### src/rtl/dmem_arbiter.sv
// Data memory port arbiter: core has fixed priority, DMA gets a
// forced grant after a bounded run of core wins while it waits.
module dmem_arbiter #(
  parameter int MP_DATA_WIDTH   = 32,
  parameter int MP_STARVE_LIMIT = 4
) (
  input  logic                     iclk,
  input  logic                     irst,
  input  logic                     icore_req,
  input  logic                     icore_wen,
  input  logic [31:0]              icore_addr,
  input  logic [1:0]               icore_be,
  input  logic [MP_DATA_WIDTH-1:0] icore_wdata,
  output logic                     ocore_ready,
  output logic [MP_DATA_WIDTH-1:0] ocore_rdata,
  output logic                     ocore_rvalid,
  input  logic                     idma_req,
  input  logic                     idma_wen,
  input  logic [31:0]              idma_addr,
  input  logic [1:0]               idma_be,
  input  logic [MP_DATA_WIDTH-1:0] idma_wdata,
  output logic                     odma_ready,
  output logic [MP_DATA_WIDTH-1:0] odma_rdata,
  output logic                     odma_rvalid,
  output logic [31:0]              omem_addr,
  output logic                     omem_wen,
  output logic [1:0]               omem_be,
  output logic [MP_DATA_WIDTH-1:0] omem_wdata,
  input  logic [MP_DATA_WIDTH-1:0] imem_rdata
);

  localparam logic [1:0] OWN_NONE = 2'd0;
  localparam logic [1:0] OWN_CORE = 2'd1;
  localparam logic [1:0] OWN_DMA  = 2'd2;
  localparam logic [3:0] LIMIT    = 4'(MP_STARVE_LIMIT);

  logic [3:0]               starve_cnt_q, starve_cnt_d;
  logic                     force_dma_q, force_dma_d;
  logic [1:0]               rd_owner_q, rd_owner_d;
  logic [MP_DATA_WIDTH-1:0] core_rdata_q, core_rdata_d;
  logic [MP_DATA_WIDTH-1:0] dma_rdata_q, dma_rdata_d;
  logic                     gnt_core, gnt_dma;

  // Grant: forced DMA first, then core, then DMA
  always_comb begin
    gnt_dma  = idma_req & (force_dma_q | ~icore_req);
    gnt_core = icore_req & ~gnt_dma;
  end

  assign ocore_ready = gnt_core;
  assign odma_ready  = gnt_dma;

  // Memory-side mux; writes are suppressed while in reset
  always_comb begin
    omem_addr  = '0;
    omem_wen   = 1'b0;
    omem_be    = '0;
    omem_wdata = '0;
    unique case (1'b1)
      gnt_core: begin
        omem_addr  = icore_addr;
        omem_wen   = icore_wen;
        omem_be    = icore_be;
        omem_wdata = icore_wdata;
      end
      gnt_dma: begin
        omem_addr  = idma_addr;
        omem_wen   = idma_wen;
        omem_be    = idma_be;
        omem_wdata = idma_wdata;
      end
      default: ;
    endcase
    if (!irst) omem_wen = 1'b0;
  end

  // Starvation limiter; a withdrawn DMA request loses its credit
  always_comb begin
    starve_cnt_d = starve_cnt_q;
    force_dma_d  = force_dma_q;
    if (!idma_req || gnt_dma) begin
      starve_cnt_d = '0;
      force_dma_d  = 1'b0;
    end else if (gnt_core) begin
      if (starve_cnt_q + 4'd1 == LIMIT) begin
        starve_cnt_d = '0;
        force_dma_d  = 1'b1;
      end else begin
        starve_cnt_d = starve_cnt_q + 4'd1;
      end
    end
  end

  // Read return: remember who read, capture data for that owner only
  always_comb begin
    rd_owner_d = OWN_NONE;
    if (gnt_core && !icore_wen)
      rd_owner_d = OWN_CORE;
    else if (gnt_dma && !idma_wen)
      rd_owner_d = OWN_DMA;
    core_rdata_d = core_rdata_q;
    dma_rdata_d  = dma_rdata_q;
    if (rd_owner_d == OWN_CORE) core_rdata_d = imem_rdata;
    if (rd_owner_d == OWN_DMA)  dma_rdata_d  = imem_rdata;
  end

  // State registers with synchronous active-low reset
  always_ff @(posedge iclk) begin
    if (!irst) begin
      starve_cnt_q <= '0;
      force_dma_q  <= 1'b0;
      rd_owner_q   <= OWN_NONE;
      core_rdata_q <= '0;
      dma_rdata_q  <= '0;
    end else begin
      starve_cnt_q <= starve_cnt_d;
      force_dma_q  <= force_dma_d;
      rd_owner_q   <= rd_owner_d;
      core_rdata_q <= core_rdata_d;
      dma_rdata_q  <= dma_rdata_d;
    end
  end

  assign ocore_rdata  = core_rdata_q;
  assign odma_rdata   = dma_rdata_q;
  assign ocore_rvalid = (rd_owner_q == OWN_CORE);
  assign odma_rvalid  = (rd_owner_q == OWN_DMA);

endmodule

### config.mk
export PLATFORM = sky130hd
export DESIGN_NAME = dmem_arbiter
export DESIGN_NICKNAME = d
export VERILOG_FILES = /design/src/rtl/dmem_arbiter.sv
export SDC_FILE = /design/constraint.sdc
export NUM_CORES = 1
export LEC_CHECK = 0
export ABC_AREA = 1
export CAP_MARGIN = 15
export CORE_AREA = 2 2 118 120
export CTS_CLUSTER_DIAMETER = 80
export DETAILED_ROUTE_END_ITERATION = 12
export DIE_AREA = 0 0 120 122
export GPL_TIMING_DRIVEN = 0
export HOLD_SLACK_MARGIN = 0.08
export MAX_ROUTING_LAYER = met4
export PLACE_DENSITY_LB_ADDON = 0.2
export SETUP_SLACK_MARGIN = 0.3
export SLEW_MARGIN = 20
export SYNTH_ARGS = -nofsm -noshare
export SYNTH_HDL_FRONTEND = slang
export SYNTH_SLANG_ARGS = --single-unit
### constraint.sdc
create_clock -name iclk -period 3.65 [get_ports iclk]
set_clock_uncertainty 0.2 [all_clocks]
set_input_delay 0.5475 -clock iclk [delete_from_list [all_inputs] [get_ports iclk]]
set_output_delay 0.5475 -clock iclk [all_outputs]
set_load 0.01 [all_outputs]
; Word-level counts from Yosys, hierarchy flattened
; Cells that the tools add are included.
[word_totals]
ff_bits = 71
latchBits = 0
mem_bits_rw = 0
mem_bits_ro = 0
input_bits = 170
out_inout_bits = 135
mem_count = 0
[classes]
addsub = 1
n_mul = 0
div_mod_pow = 0
n_lt_le_gt_ge = 0
eq_ne = 5
n_shift = 0
muxes = 8
bitwise_logic = 6
n_reduce_logical = 8
[op_table]
columns = operator, count
row1 = 32-bit case mux with 2 select lines, 2
row2 = "4-bit by 1-bit adder with 4-bit output, second input constant", 1
row3 = "2-bit by 1-bit == test with 1-bit output, second input constant", 2
row4 = "2-bit == test, second input constant", 2
row5 = "4-bit by 3-bit == test with 1-bit output, second input constant", 1
row6 = 2-bit 2-to-1 mux, 2
row7 = 4-bit 2-to-1 mux, 1
row8 = 2-bit case mux with 2 select lines, 1
row9 = 1-bit logical NOT, 3
row10 = 1-bit NOT, 3
row11 = 1-bit AND, 2
row12 = 1-bit logical AND, 2
row13 = 1-bit case mux with 2 select lines, 1
row14 = 2-bit AND reduction, 1
row15 = 2-bit OR reduction, 1
row16 = 1-bit logical OR, 1
row17 = 1-bit 2-to-1 mux, 1
row18 = 1-bit bitwise OR, 1

; Longest topological paths before layout
; Gate-level depths: netlist of run 1.
[depth]
word_depth = 8
mapped_depth = 8
ltp_nobuf = 8

; Least setup slack after synthesis of run 1
; OpenSTA, ideal clock, no wires.
[synth_path]
path_kind = in2out
start = in idma_req
end = out omem_wen
t_arrival_ns = 1.362
setup_slack_ns = 1.540
path_stages = 5
path_cell_list = inv_1 -> a21oi_2 -> clkbuf_1 -> a21oi_1 -> nor2_1
[synth_via]
elab_chain_cells = 5
[synth_rtl]
columns = item, line_no
row1 = start: declaration, 17  ; input logic idma_req,
row2 = 1-bit AND (*), 46  ; gnt_dma = idma_req & (force_dma_q | ~icore_req);
row3 = via odma_ready, 22  ; output logic odma_ready,
row4 = 1-bit NOT, 47  ; gnt_core = icore_req & ~gnt_dma;
row5 = 1-bit AND, 47
row6 = 1-bit case mux with 2 select lines (*), 59  ; unique case (1'b1)
row7 = 1-bit 2-to-1 mux (*), 74  ; if (!irst) omem_wen = 1'b0;
row8 = end: declaration, 26  ; output logic omem_wen,
; Mark *: on every way through the listed nets, which the timed path passes. The rest lies on a longest branch.

; Worst setup path after layout of run 1
[layout_path]
start = in idma_req
end = out omem_wdata[23]
[layout_via]
elab_chain_cells = 4
[layout_rtl]
columns = item, line_no
row1 = 1-bit AND (*), 46
row2 = 1-bit NOT, 47
row3 = 1-bit AND, 47
row4 = 32-bit case mux with 2 select lines (*), 59
row5 = end: declaration, 28  ; output logic [MP_DATA_WIDTH-1:0] omem_wdata,
; Mark *: on every way between the ends. The rest lies on a longest branch, timed or not.

==> results.md, run 1 <==
- Area contributors post-synth: dfxtp_1 (45%), a22o_1 (18%), nand2_1 (8.7%)
- Sequential Power Share: 34.3%
- Final hold violation count: 0
- Post-DP HPWL: 14400 microns
- Final std cells w/o fill: 917
- Gp weighted congestion: 0.887
- P_sw: 611 uW
- Highest net fanout along the worst path: 10
- DR iter-0 viols: 184
- Dpl ws: 18.7 ps
- Clock latency on the worst-skew pair: 330 ps
- Critical path arrival: 2470 ps
- Layout cells sized above 1: 5.59%
- Worst setup path class: in2out
- Hold_buf cts: 0
- Internal: 1820 uW
- Design Area, Final: 0.00685 sq mm
- Max-Cap Viols: 0
- Setup slack, reg-to-reg: 1800 ps
- Final setup viols: 0
- Slowest CP cell: clkdlybuf4s50_1
- Post-synth top area share: 44.5%
- Setup ws final: 429 ps
- Fin nets: 900
- Hold Path Class: reg2reg
- Fmax: 0.310 GHz
- Flops & latches, synth: 71
- Met2 WL: 8280 microns
- CTS clk-pin slew, worst paths: 60 ps
- Maximum VDD drop: 348 uV
- Mapped Area: 0.00319 sq mm
- Comb power frac: 26.3%
- RSZ-0062 raised after global routing: false
- H-tree levels: 3
- Die area: 0.0146 sq mm
- Antenna-violating nets left: 0
- Vias in the first global route: 4157
- M1 wire length: 7330 microns
- First-pass GRT wire length: 24800 microns
- Initial antenna violation count: 3
- Final slew viol count: 0
- Drt first pass iters: 4
- Syn Nets: 582
- Number of vias per cell: 4.64
- Num rows: 43
- Sw Share: 25.1%
- Placed Instances: 894
- Worst setup EP type: output pin
- WL/cell: 19.3 microns
- Routed wire length: 17700 microns
- Critical path origin: idma_req
- Tightest Pin Transition: 538 ps
- GR Overflow Total: 0
- Startpoint Class: input port
- CTS Buf Count: 9
- Initial Util: 23.6%
- Leak: 0.00280 uW
- Netlist cell types: 22
- Worst r2r path cells: 8
- All-Layer GR Usage: 23.8%
- Fillers: 1264
- Top routing layer used: met4
- Worst path most repeated cell: buf_4
- Slew headroom: 64.2%
- DP Area: 0.00646 sq mm
- DIE WIDTH: 120 microns
- Ports: 305
- Leading area contributor after synthesis: dfxtp_1
- CTS tree: yes
- Clock Tree Root: clkbuf_16
- Cells after synthesis: 410
- Worst-path cell chain: dlygate4sd2_1, inv_1, a21oi_4, buf_4, buf_6, buf_4, a22o_1, clkdlybuf4s50_1
- R2r startpoint: force_dma_q
- Longest Clk Path Bufs: 2
- CORE AREA: 0.0135 sq mm
- Die Ht: 122 microns
- Met3 WL post-DR: 1840 microns
- Yosys warning count: 0
- Largest net degree at the start of global routing: 14
- PD cells: 355 mW/mm^2
- Area Growth Syn to Fin: 115%
- Clk pwr share: 39.4%
- Seq/Total Area, Yosys: 44.5%
- Reg-to-Reg End: odma_rdata[8]
- Vias: 4254
- IO buf count: 304
- Avg Inst Size Synth: 7.79 sq um
- Post-route DRC: 0
- Clock sinks: 71
- CP Data Required Time: 2900 ps
- Final cycle utilization of the critical path: 88.2%
- Min cycle time layout: 3220 ps
- Max stage delay on crit path: 570 ps
- Critical Path Sink: omem_wdata[23]
- Post-Route Setup TNS: 0 ps
- Status: complete, no violations
worst max-delay path, delay by kind of cell:
| family | cells | cell delay (ps) |
|---|---|---|
| compound gates | 2 | 450 |
| buf+inv | 6 | 1460 |
power groups by stage:
stage	Clock [uW]	Combinational, uW	Sequential (uW)
global placement	0	630	847
global route	1010	679	836
CTS	980	643	833
detailed placement	0	631	849
floorplan	0	177	864
finish	958	640	832
stage by stage:
stage               hold slack (ps)  total power [uW]  util [%]
floorplan                       284              1040         -
global placement                259              1480      47.8
detailed placement              262              1480      47.8
CTS                             272              2460      50.7
global route                    296              2530      50.7
finish                          268              2430      50.7
cell usage after synthesis:
master and count:
ha_1 2, nand3_1 35, a21boi_4 1, inv_2 1, dfxtp_1 71, buf_4 2
nor2_4 1, a21oi_2 1, clkbuf_1 18, nor3_1 1, buf_2 9, buf_1 4
nand4_1 2, xor2_1 1, o21a_1 1, a22o_1 66, o21ai_0 33, a21oi_1 2
nor2_1 71, nand2_2 1, inv_1 13, nand2_1 74
cells by family after synthesis:
family | after synthesis | share of synthesized area [%]
adders and majority gates | 2 | 0.784
AOI/OAI and AO/OA | 104 | 24.7
DFF | 71 | 44.5
buffers and inverters | 47 | 6.11
and+or+nand+nor | 185 | 23.6
xor gates and xnor gates | 1 | 0.274
cell usage in the layout (no fill, tap or decap):
cell,synthesis,routed
clkbuf_1,18,13
clkbuf_2,0,4
clkdlybuf4s50_1,0,301
ha_1,2,2
a21oi_1,2,2
a22o_1,66,66
clkinv_2,0,1
o21a_1,1,1
nor3_1,1,1
nand4_1,2,2
clkbuf_4,0,1
a21oi_4,0,1
inv_6,0,2
nand3_1,35,35
inv_2,1,1
buf_2,9,5
nand2_1,74,74
buf_4,2,9
o21ai_0,33,33
a21boi_4,1,1
clkinvlp_4,0,1
bufinv_16,0,2
clkbuf_16,0,9
clkbuf_8,0,1
nor2_4,1,1
diode_2,0,4
buf_6,0,1
nor2_1,71,71
inv_1,13,13
nand2_2,1,1
dfxtp_1,71,71
dlygate4sd2_1,0,3
buf_1,4,3
xor2_1,1,1
worst min-delay path by stage:
| stage | slack, ps | depth (start not counted) | endpoint | startpoint |
|---|---|---|---|---|
| after floorplan | 280 | 2 | starve_cnt_q[2] | starve_cnt_q[2] |
| after global placement | 260 | 2 | odma_rdata[0] | odma_rdata[0] |
| after detailed placement | 260 | 2 | odma_rdata[6] | odma_rdata[6] |
| after CTS | 270 | 2 | odma_rdata[6] | odma_rdata[6] |
| after global routing | 300 | 2 | odma_rdata[19] | odma_rdata[19] |
| final | 270 | 2 | odma_rdata[6] | odma_rdata[6] |
repair_timing:
item / 4_1_cts / 5_1_grt
pin swaps: 0 / 0
gates resized for setup: 16 / 2
endpoints found under the hold margin: 0 / 0
buffers inserted: 3 / 0
endpoints found under the setup margin: 64 / 1
routing by layer:
metal / vias to the layer above / global-route usage [%]
met5: - / -
li1: 2054 / -
met2: 196 / 37.5
met1: 1981 / 28.2
met3: 23 / 9.32
met4: 0 / 6.76
layout make-up:
class / instances / area (sq um) / area share (%)
timing repair buffer: 307 / 3060 / 44.7
multi-input combinational: 292 / 1580 / 23.1
sequential: 71 / 1420 / 20.7
clock buffer: 10 / 239 / 3.49
tap: 180 / 225 / 3.29
buffer: 33 / 169 / 2.46
clock inverter: 6 / 90.1 / 1.31
inverter: 14 / 52.6 / 0.767
antenna: 4 / 10.0 / 0.146
registers in the layout, summed over array words and instances (netlist names):
register / cells
force_dma_q: 1
odma_rdata: 32
starve_cnt_q: 4
rd_owner_q: 2
ocore_rdata: 32
No activity file was read; power rests on OpenSTA's default activity.
==> inputs of run 2 (changes only) <==
--- a/config.mk
+++ b/config.mk
@@ -16,7 +16,6 @@
 export MAX_ROUTING_LAYER = met4
 export PLACE_DENSITY_LB_ADDON = 0.2
 export SETUP_SLACK_MARGIN = 0.3
-export SLEW_MARGIN = 20
 export SYNTH_ARGS = -nofsm -noshare
 export SYNTH_HDL_FRONTEND = slang
 export SYNTH_SLANG_ARGS = --single-unit
==> results of run 2 <==
Same layout as run 1: the final DEF is identical, and so are final timing and power.
